<file path="config.mk">
export PLATFORM = sky130hd
export DESIGN_NAME = uart_rx_oversample
export DESIGN_NICKNAME = d
export VERILOG_FILES = /design/src/rtl/uart_rx_oversample.sv
export SDC_FILE = /design/constraint.sdc
export NUM_CORES = 1
export LEC_CHECK = 0
export ABC_AREA = 0
export BUFFER_PORTS_ARGS = -buffer_cell sky130_fd_sc_hd__buf_2
export CELL_PAD_IN_SITES_DETAIL_PLACEMENT = 0
export CELL_PAD_IN_SITES_GLOBAL_PLACEMENT = 1
export CORE_MARGIN = 3
export CORE_UTILIZATION = 41
export CTS_BUF_LIST = sky130_fd_sc_hd__clkbuf_8
export CTS_CLUSTER_SIZE = 20
export DETAILED_ROUTE_END_ITERATION = 16
export GPL_ROUTABILITY_DRIVEN = 0
export PLACE_DENSITY = 0.75
export SYNTH_ARGS = -nofsm -noshare
export SYNTH_HDL_FRONTEND = slang
export SYNTH_SLANG_ARGS = --single-unit
</file>
<file path="constraint.sdc">
create_clock -name clk -period 4.87 [get_ports clk]
set_clock_uncertainty 0.1 [all_clocks]
set_input_delay 0.974 -clock clk [delete_from_list [all_inputs] [get_ports clk]]
set_output_delay 0.974 -clock clk [all_outputs]
set_load 0.05 [all_outputs]
</file>
<file path="src/rtl/uart_rx_oversample.sv">
// uart_rx_oversample
//
// UART receive front-end. The raw serial line is synchronised into the clk
// domain and sampled once per tick16 pulse (OVERSAMPLE ticks per bit). The
// start bit is confirmed at its centre. Each following bit is sampled one
// full bit period later, so every sample falls near the bit centre. Frames
// are 8N1 by default: one start bit, DATA_BITS data bits sent LSB first, and
// one stop bit.
//
// Ports:
//   clk        system clock
//   reset      asynchronous, active-low reset
//   rx         raw serial line, idles high, asynchronous to clk
//   tick16     one-cycle enable at OVERSAMPLE x baud rate
//   rx_data    last correctly framed byte
//   rx_status  level; high while rx_data holds a byte not yet superseded.
//              It drops when the next start bit is detected.
//   frame_err  high when the most recent frame had a low stop bit
//   busy       high whenever a frame is in progress (state is not idle)

module uart_rx_oversample #(
  parameter int unsigned OVERSAMPLE = 16,
  parameter int unsigned DATA_BITS  = 8
) (
  input  logic                 clk,
  input  logic                 reset,
  input  logic                 rx,
  input  logic                 tick16,
  output logic [DATA_BITS-1:0] rx_data,
  output logic                 rx_status,
  output logic                 frame_err,
  output logic                 busy
);

  localparam int unsigned TickW = $clog2(OVERSAMPLE);
  localparam int unsigned BitW  = $clog2(DATA_BITS + 1);

  // The start bit is checked half a bit in. Data and stop bits are then
  // checked one full bit period apart, so each sample lands mid-bit.
  localparam logic [TickW-1:0] TickHalf = TickW'(OVERSAMPLE / 2 - 1);
  localparam logic [TickW-1:0] TickLast = TickW'(OVERSAMPLE - 1);
  localparam logic [BitW-1:0]  BitLast  = BitW'(DATA_BITS - 1);

  typedef enum logic [2:0] {
    StIdle,
    StStart,
    StData,
    StStop,
    StBreak
  } state_e;

  // Two-flop synchroniser. Both flops reset to the idle line level.
  logic rx_meta_q;
  logic rx_s_q;

  state_e               state_q, state_d;
  logic [TickW-1:0]     tick_q, tick_d;
  logic [BitW-1:0]      bit_q, bit_d;
  logic [DATA_BITS-1:0] shift_q, shift_d;
  logic [DATA_BITS-1:0] data_q, data_d;
  logic                 status_q, status_d;
  logic                 ferr_q, ferr_d;

  always_ff @(posedge clk or negedge reset) begin
    if (!reset) begin
      rx_meta_q <= 1'b1;
      rx_s_q    <= 1'b1;
    end else begin
      rx_meta_q <= rx;
      rx_s_q    <= rx_meta_q;
    end
  end

  always_ff @(posedge clk or negedge reset) begin
    if (!reset) begin
      state_q  <= StIdle;
      tick_q   <= '0;
      bit_q    <= '0;
      shift_q  <= '0;
      data_q   <= '0;
      status_q <= 1'b0;
      ferr_q   <= 1'b0;
    end else begin
      state_q  <= state_d;
      tick_q   <= tick_d;
      bit_q    <= bit_d;
      shift_q  <= shift_d;
      data_q   <= data_d;
      status_q <= status_d;
      ferr_q   <= ferr_d;
    end
  end

  always_comb begin
    state_d  = state_q;
    tick_d   = tick_q;
    bit_d    = bit_q;
    shift_d  = shift_q;
    data_d   = data_q;
    status_d = status_q;
    ferr_d   = ferr_q;

    // Without a tick, every register holds its value.
    if (tick16) begin
      unique case (state_q)
        StIdle: begin
          if (!rx_s_q) begin
            state_d  = StStart;
            tick_d   = '0;
            // Dropping the status here keeps it low for most of a frame.
            // The consumer then always sees a clean rising edge.
            status_d = 1'b0;
          end
        end

        StStart: begin
          if (tick_q == TickHalf) begin
            tick_d = '0;
            if (!rx_s_q) begin
              state_d = StData;
              bit_d   = '0;
            end else begin
              // The line went high again before mid start bit, so this was a glitch.
              state_d = StIdle;
            end
          end else begin
            tick_d = tick_q + 1'b1;
          end
        end

        StData: begin
          if (tick_q == TickLast) begin
            // Right shift: the first bit received (the LSB) ends up in bit 0.
            shift_d = {rx_s_q, shift_q[DATA_BITS-1:1]};
            tick_d  = '0;
            bit_d   = bit_q + 1'b1;
            if (bit_q == BitLast) begin
              state_d = StStop;
            end
          end else begin
            tick_d = tick_q + 1'b1;
          end
        end

        StStop: begin
          if (tick_q == TickLast) begin
            tick_d = '0;
            if (rx_s_q) begin
              data_d   = shift_q;
              status_d = 1'b1;
              ferr_d   = 1'b0;
              state_d  = StIdle;
            end else begin
              ferr_d  = 1'b1;
              state_d = StBreak;
            end
          end else begin
            tick_d = tick_q + 1'b1;
          end
        end

        StBreak: begin
          // Wait for the line to go high. A line held low must not keep
          // triggering new start bits.
          if (rx_s_q) begin
            state_d = StIdle;
          end
        end

        default: begin
          state_d = StIdle;
        end
      endcase
    end
  end

  assign rx_data   = data_q;
  assign rx_status = status_q;
  assign frame_err = ferr_q;
  assign busy      = (state_q != StIdle);

endmodule

</file>
==> results.toml <==
[detailed_routing]
via_count = 962
drc = 0
route.final.wire_length_mm = 2.729
routed_length_per_instance_um = 15.08
drt.antenna.violating_nets = 0
drt_pass1_iterations = 4
drt-initial-drc-count = 38
route.detailed.vias_per_inst = 5.315

[cts]
cts_setup_buffers = 0
clock_tree_from_tritoncts = "built"
h-tree-depth = 2
cts_root_buffer = "sky130_fd_sc_hd__clkbuf_8"
cts_hold_buffers = 0
postCtsResizedCells = 0
cts-root-to-sink-buffers = 2
clk_pin_slew_worst_paths_ns = 0.06
cts_made_buffers = 5
clock_insertion_delay_worst_skew_ns = 0.28
clkSinkCount = 31

[yosys]
synth-warning-count = 0
syn_inst = 123
synth.largest_area_cell = "sky130_fd_sc_hd__dfrtp_1"
async_flop_share_pct = 100.0
synth-main-ff-cell = "sky130_fd_sc_hd__dfrtp_1"
count_of_state_elements_after_synthesis = 31
synth.net_count = 129
synth_cell_types = 35
synth.top_cell.area_share_pct = 51.56
synth_sequential_area_ratio_pct = 55.29
ys_top_cells_by_area = "sky130_fd_sc_hd__dfrtp_1 52%, sky130_fd_sc_hd__mux2_2 13%, sky130_fd_sc_hd__dfstp_2 3.7%"
mappedNetlistArea_um2 = 1408
synthesis.area_per_instance_um2 = 11.44
count_of_flip_flops_with_a_built_in_enable_after_synthesis = 0

[placed_design]
place.port_buffers = 14
place_area_um2 = 1498
detailedPlacementHpwl_mm = 1.945
dp_slack_ns = 2.242

[worst_setup_path]
cpLargestDelayFamily = "flip-flops"
crit_buf_inv = 1
path_max_fanout = 15
setup.reg_to_reg.worst_slack_ns = 2.59
slowest_stage = "sky130_fd_sc_hd__dfrtp_1"
rr_startpoint = "state_q[1]$_DFFE_PN0P_"
worst-endpoint-arrival_ns = 1.43
cp-start-kind = "flop"
worst-setup-path-type = "reg2out"
worst_ep_required_time_ns = 3.80
worst_r2r_path_depth = 4
max_stage_delay_ns = 0.53
setup.worst_path.end_class = "primary output"
r2r-end = "rx_data[0]$_DFFE_PN0P_"
cell_chain_of_the_critical_path = "or3_1 -> buf_2"

[power_and_ir_drop]
p_leak_uw = 0.0007632
p_comb_share_pct = 18.7
pwr-share-clk_pct = 29.2
sw_frac_of_total_pct = 29.89
p_int_uw = 481.9
sequentialPowerShare_pct = 52.1
power_per_cell_area_nw_per_um2 = 433.6
peak_ir_drop_on_the_vdd_network_v = 0.0002291
total_switching_power_uw = 205.5

[floorplanning]
die_y_um = 64.60
placeable_core_area_um2 = 3153
floorplan.die_area_um2 = 4173
placement_rows = 20
num_io_pins = 15
dieWidth_um = 64.60
starting_density_pct = 44.64

[global_route]
grt_start_max_net_pins = 32
grt_overflow_total = 0
grt_first_pass_wirelength_mm = 4.871
grt_antenna_before_repair = 0
track_usage_pct = 15.35
vias_in_the_first_global_route = 1022

[sta]
final.setup.worst_slack_ns = 2.364
rsz0062_at_grt = "false"
tns_ns = 0
finalCritPeriodShare_pct = 51.45
fmax_mhz = 399.1
setup-violations-final = 0
layout_min_cycle_time_ns = 2.506
report.final.hold_viol_count = 0
timing.final.max_slew_violations = 0
slew_headroom_pct = 55.07
worst_slew_pin_slew_ns = 0.6739

[min_path]
whs_endpoint = "rx_s_q$_DFF_PN1_"
worst_hold_path.num_cells = 0
worst_hold_startpoint = "rx_meta_q$_DFF_PN1_"
hold_path.class = "reg2reg"

[run_status]
status = "finished clean"

[layout]
antenna_fix_cells = 0
final_design_area_no_fill_um2 = 1585
num-nets-final = 143
syn_to_final_growth_pct = 12.62
drive_above_1_share_pct = 28.47

[flow_run]
max_cap_violations = 0
cell usage in the layout (no fill, tap or decap), types with 2 or more instances in the layout:
cell and count:
sky130_fd_sc_hd__a22o_1 2, sky130_fd_sc_hd__o31ai_1 4, sky130_fd_sc_hd__o21ai_0 7, sky130_fd_sc_hd__a21oi_1 4, sky130_fd_sc_hd__ha_1 2, sky130_fd_sc_hd__dfstp_2 2, sky130_fd_sc_hd__clkbuf_8 6, sky130_fd_sc_hd__nor3_1 3
sky130_fd_sc_hd__nand3_1 5, sky130_fd_sc_hd__nand2b_1 4, sky130_fd_sc_hd__mux2_2 16, sky130_fd_sc_hd__inv_1 4, sky130_fd_sc_hd__buf_2 14, sky130_fd_sc_hd__nand2_1 9, sky130_fd_sc_hd__or3_1 2, sky130_fd_sc_hd__nor2_1 6
sky130_fd_sc_hd__dfrtp_1 29
metal layers:
metal  up-vias  global-route usage, %  share of wire [%]
li1        467                      -                  -
met1       472                  18.80                 47
met2        18                  25.52                 48
met3         5                  4.679                3.4
met4         0                  5.541                1.2
met5         -                      0                  0
cell type report:
type                       instances  area (um^2)
clock buffer                       6        82.58
clock inverter                     1        5.005
fill                             311         1568
inverter                           4        15.01
multi-input combinational         81        579.3
sequential                        31        778.2
tap                               44        55.05
timing repair buffer              14        70.07
synthesized netlist by cell type (2+ instances only):
cell                       instances
sky130_fd_sc_hd__a21oi_1           4
sky130_fd_sc_hd__a22o_1            2
sky130_fd_sc_hd__clkbuf_1          5
sky130_fd_sc_hd__dfrtp_1          29
sky130_fd_sc_hd__dfstp_2           2
sky130_fd_sc_hd__ha_1              2
sky130_fd_sc_hd__inv_1             4
sky130_fd_sc_hd__mux2_2           16
sky130_fd_sc_hd__nand2_1           9
sky130_fd_sc_hd__nand2b_1          4
sky130_fd_sc_hd__nand3_1           5
sky130_fd_sc_hd__nor2_1            6
sky130_fd_sc_hd__nor3_1            3
sky130_fd_sc_hd__o21ai_0           7
sky130_fd_sc_hd__o31ai_1           4
sky130_fd_sc_hd__or3_1             2
power by group through the flow:
stage          clock [uW]  combinational (uW)  sequential (uW)
6_report              201                 129              358
5_1_grt               223                 147              367
4_1_cts               208                 131              357
3_5_place_dp            0                 130              363
3_3_place_gp            0                 122              359
2_1_floorplan           0                 118              336
worst register-to-register path, stage by stage, from the launching register on:
cell	delay [ns]
sky130_fd_sc_hd__dfrtp_1	0.61
sky130_fd_sc_hd__nand2b_1	0.23
sky130_fd_sc_hd__nor3_1	0.49
sky130_fd_sc_hd__nand2_1	0.35
sky130_fd_sc_hd__mux2_1	0.39
how the worst max path moves through the flow:
stage	from	depth (start not counted)	endpoint	slack, ns
6_report	state_q[1]$_DFFE_PN0P_	2	busy	2.36
3_5_place_dp	tick16	5	bit_q[3]$_DFFE_PN0P_	2.24
2_1_floorplan	tick16	6	bit_q[3]$_DFFE_PN0P_	2.38
5_1_grt	state_q[1]$_DFFE_PN0P_	2	busy	2.29
3_3_place_gp	tick16	5	bit_q[3]$_DFFE_PN0P_	2.31
4_1_cts	state_q[1]$_DFFE_PN0P_	2	busy	2.36
through the flow:
stage | util, % | total power, uW | hold WS (ns) | std cells
2_1_floorplan | - | 453.5 | 0.2452 | 123
3_3_place_gp | 47.50 | 481.3 | 0.2491 | 174
3_5_place_dp | 47.50 | 492.6 | 0.2511 | 174
4_1_cts | 50.28 | 697.2 | 0.2599 | 181
5_1_grt | 50.28 | 736.3 | 0.2649 | 181
6_report | 50.28 | 687.4 | 0.2566 | 181
kinds of logic after synthesis:
group	count (synthesis)	synth area share, %
AO/OA/AOI/OAI	25	11.82
XOR/XNOR	1	0.6223
adder cells (fa/ha/maj)	2	1.777
buffers and inverters	11	3.555
flip-flops	31	55.29
multiplexers	18	14.31
AND/OR/NAND/NOR	35	12.62
registers in the layout, summed over array words and instances (netlist names):
name	cells
rx_data	8
rx_status	1
bit_q	4
shift_q	8
rx_s_q	1
state_q	3
rx_meta_q	1
frame_err	1
tick_q	4
No activity file was read; power rests on OpenSTA's default activity.
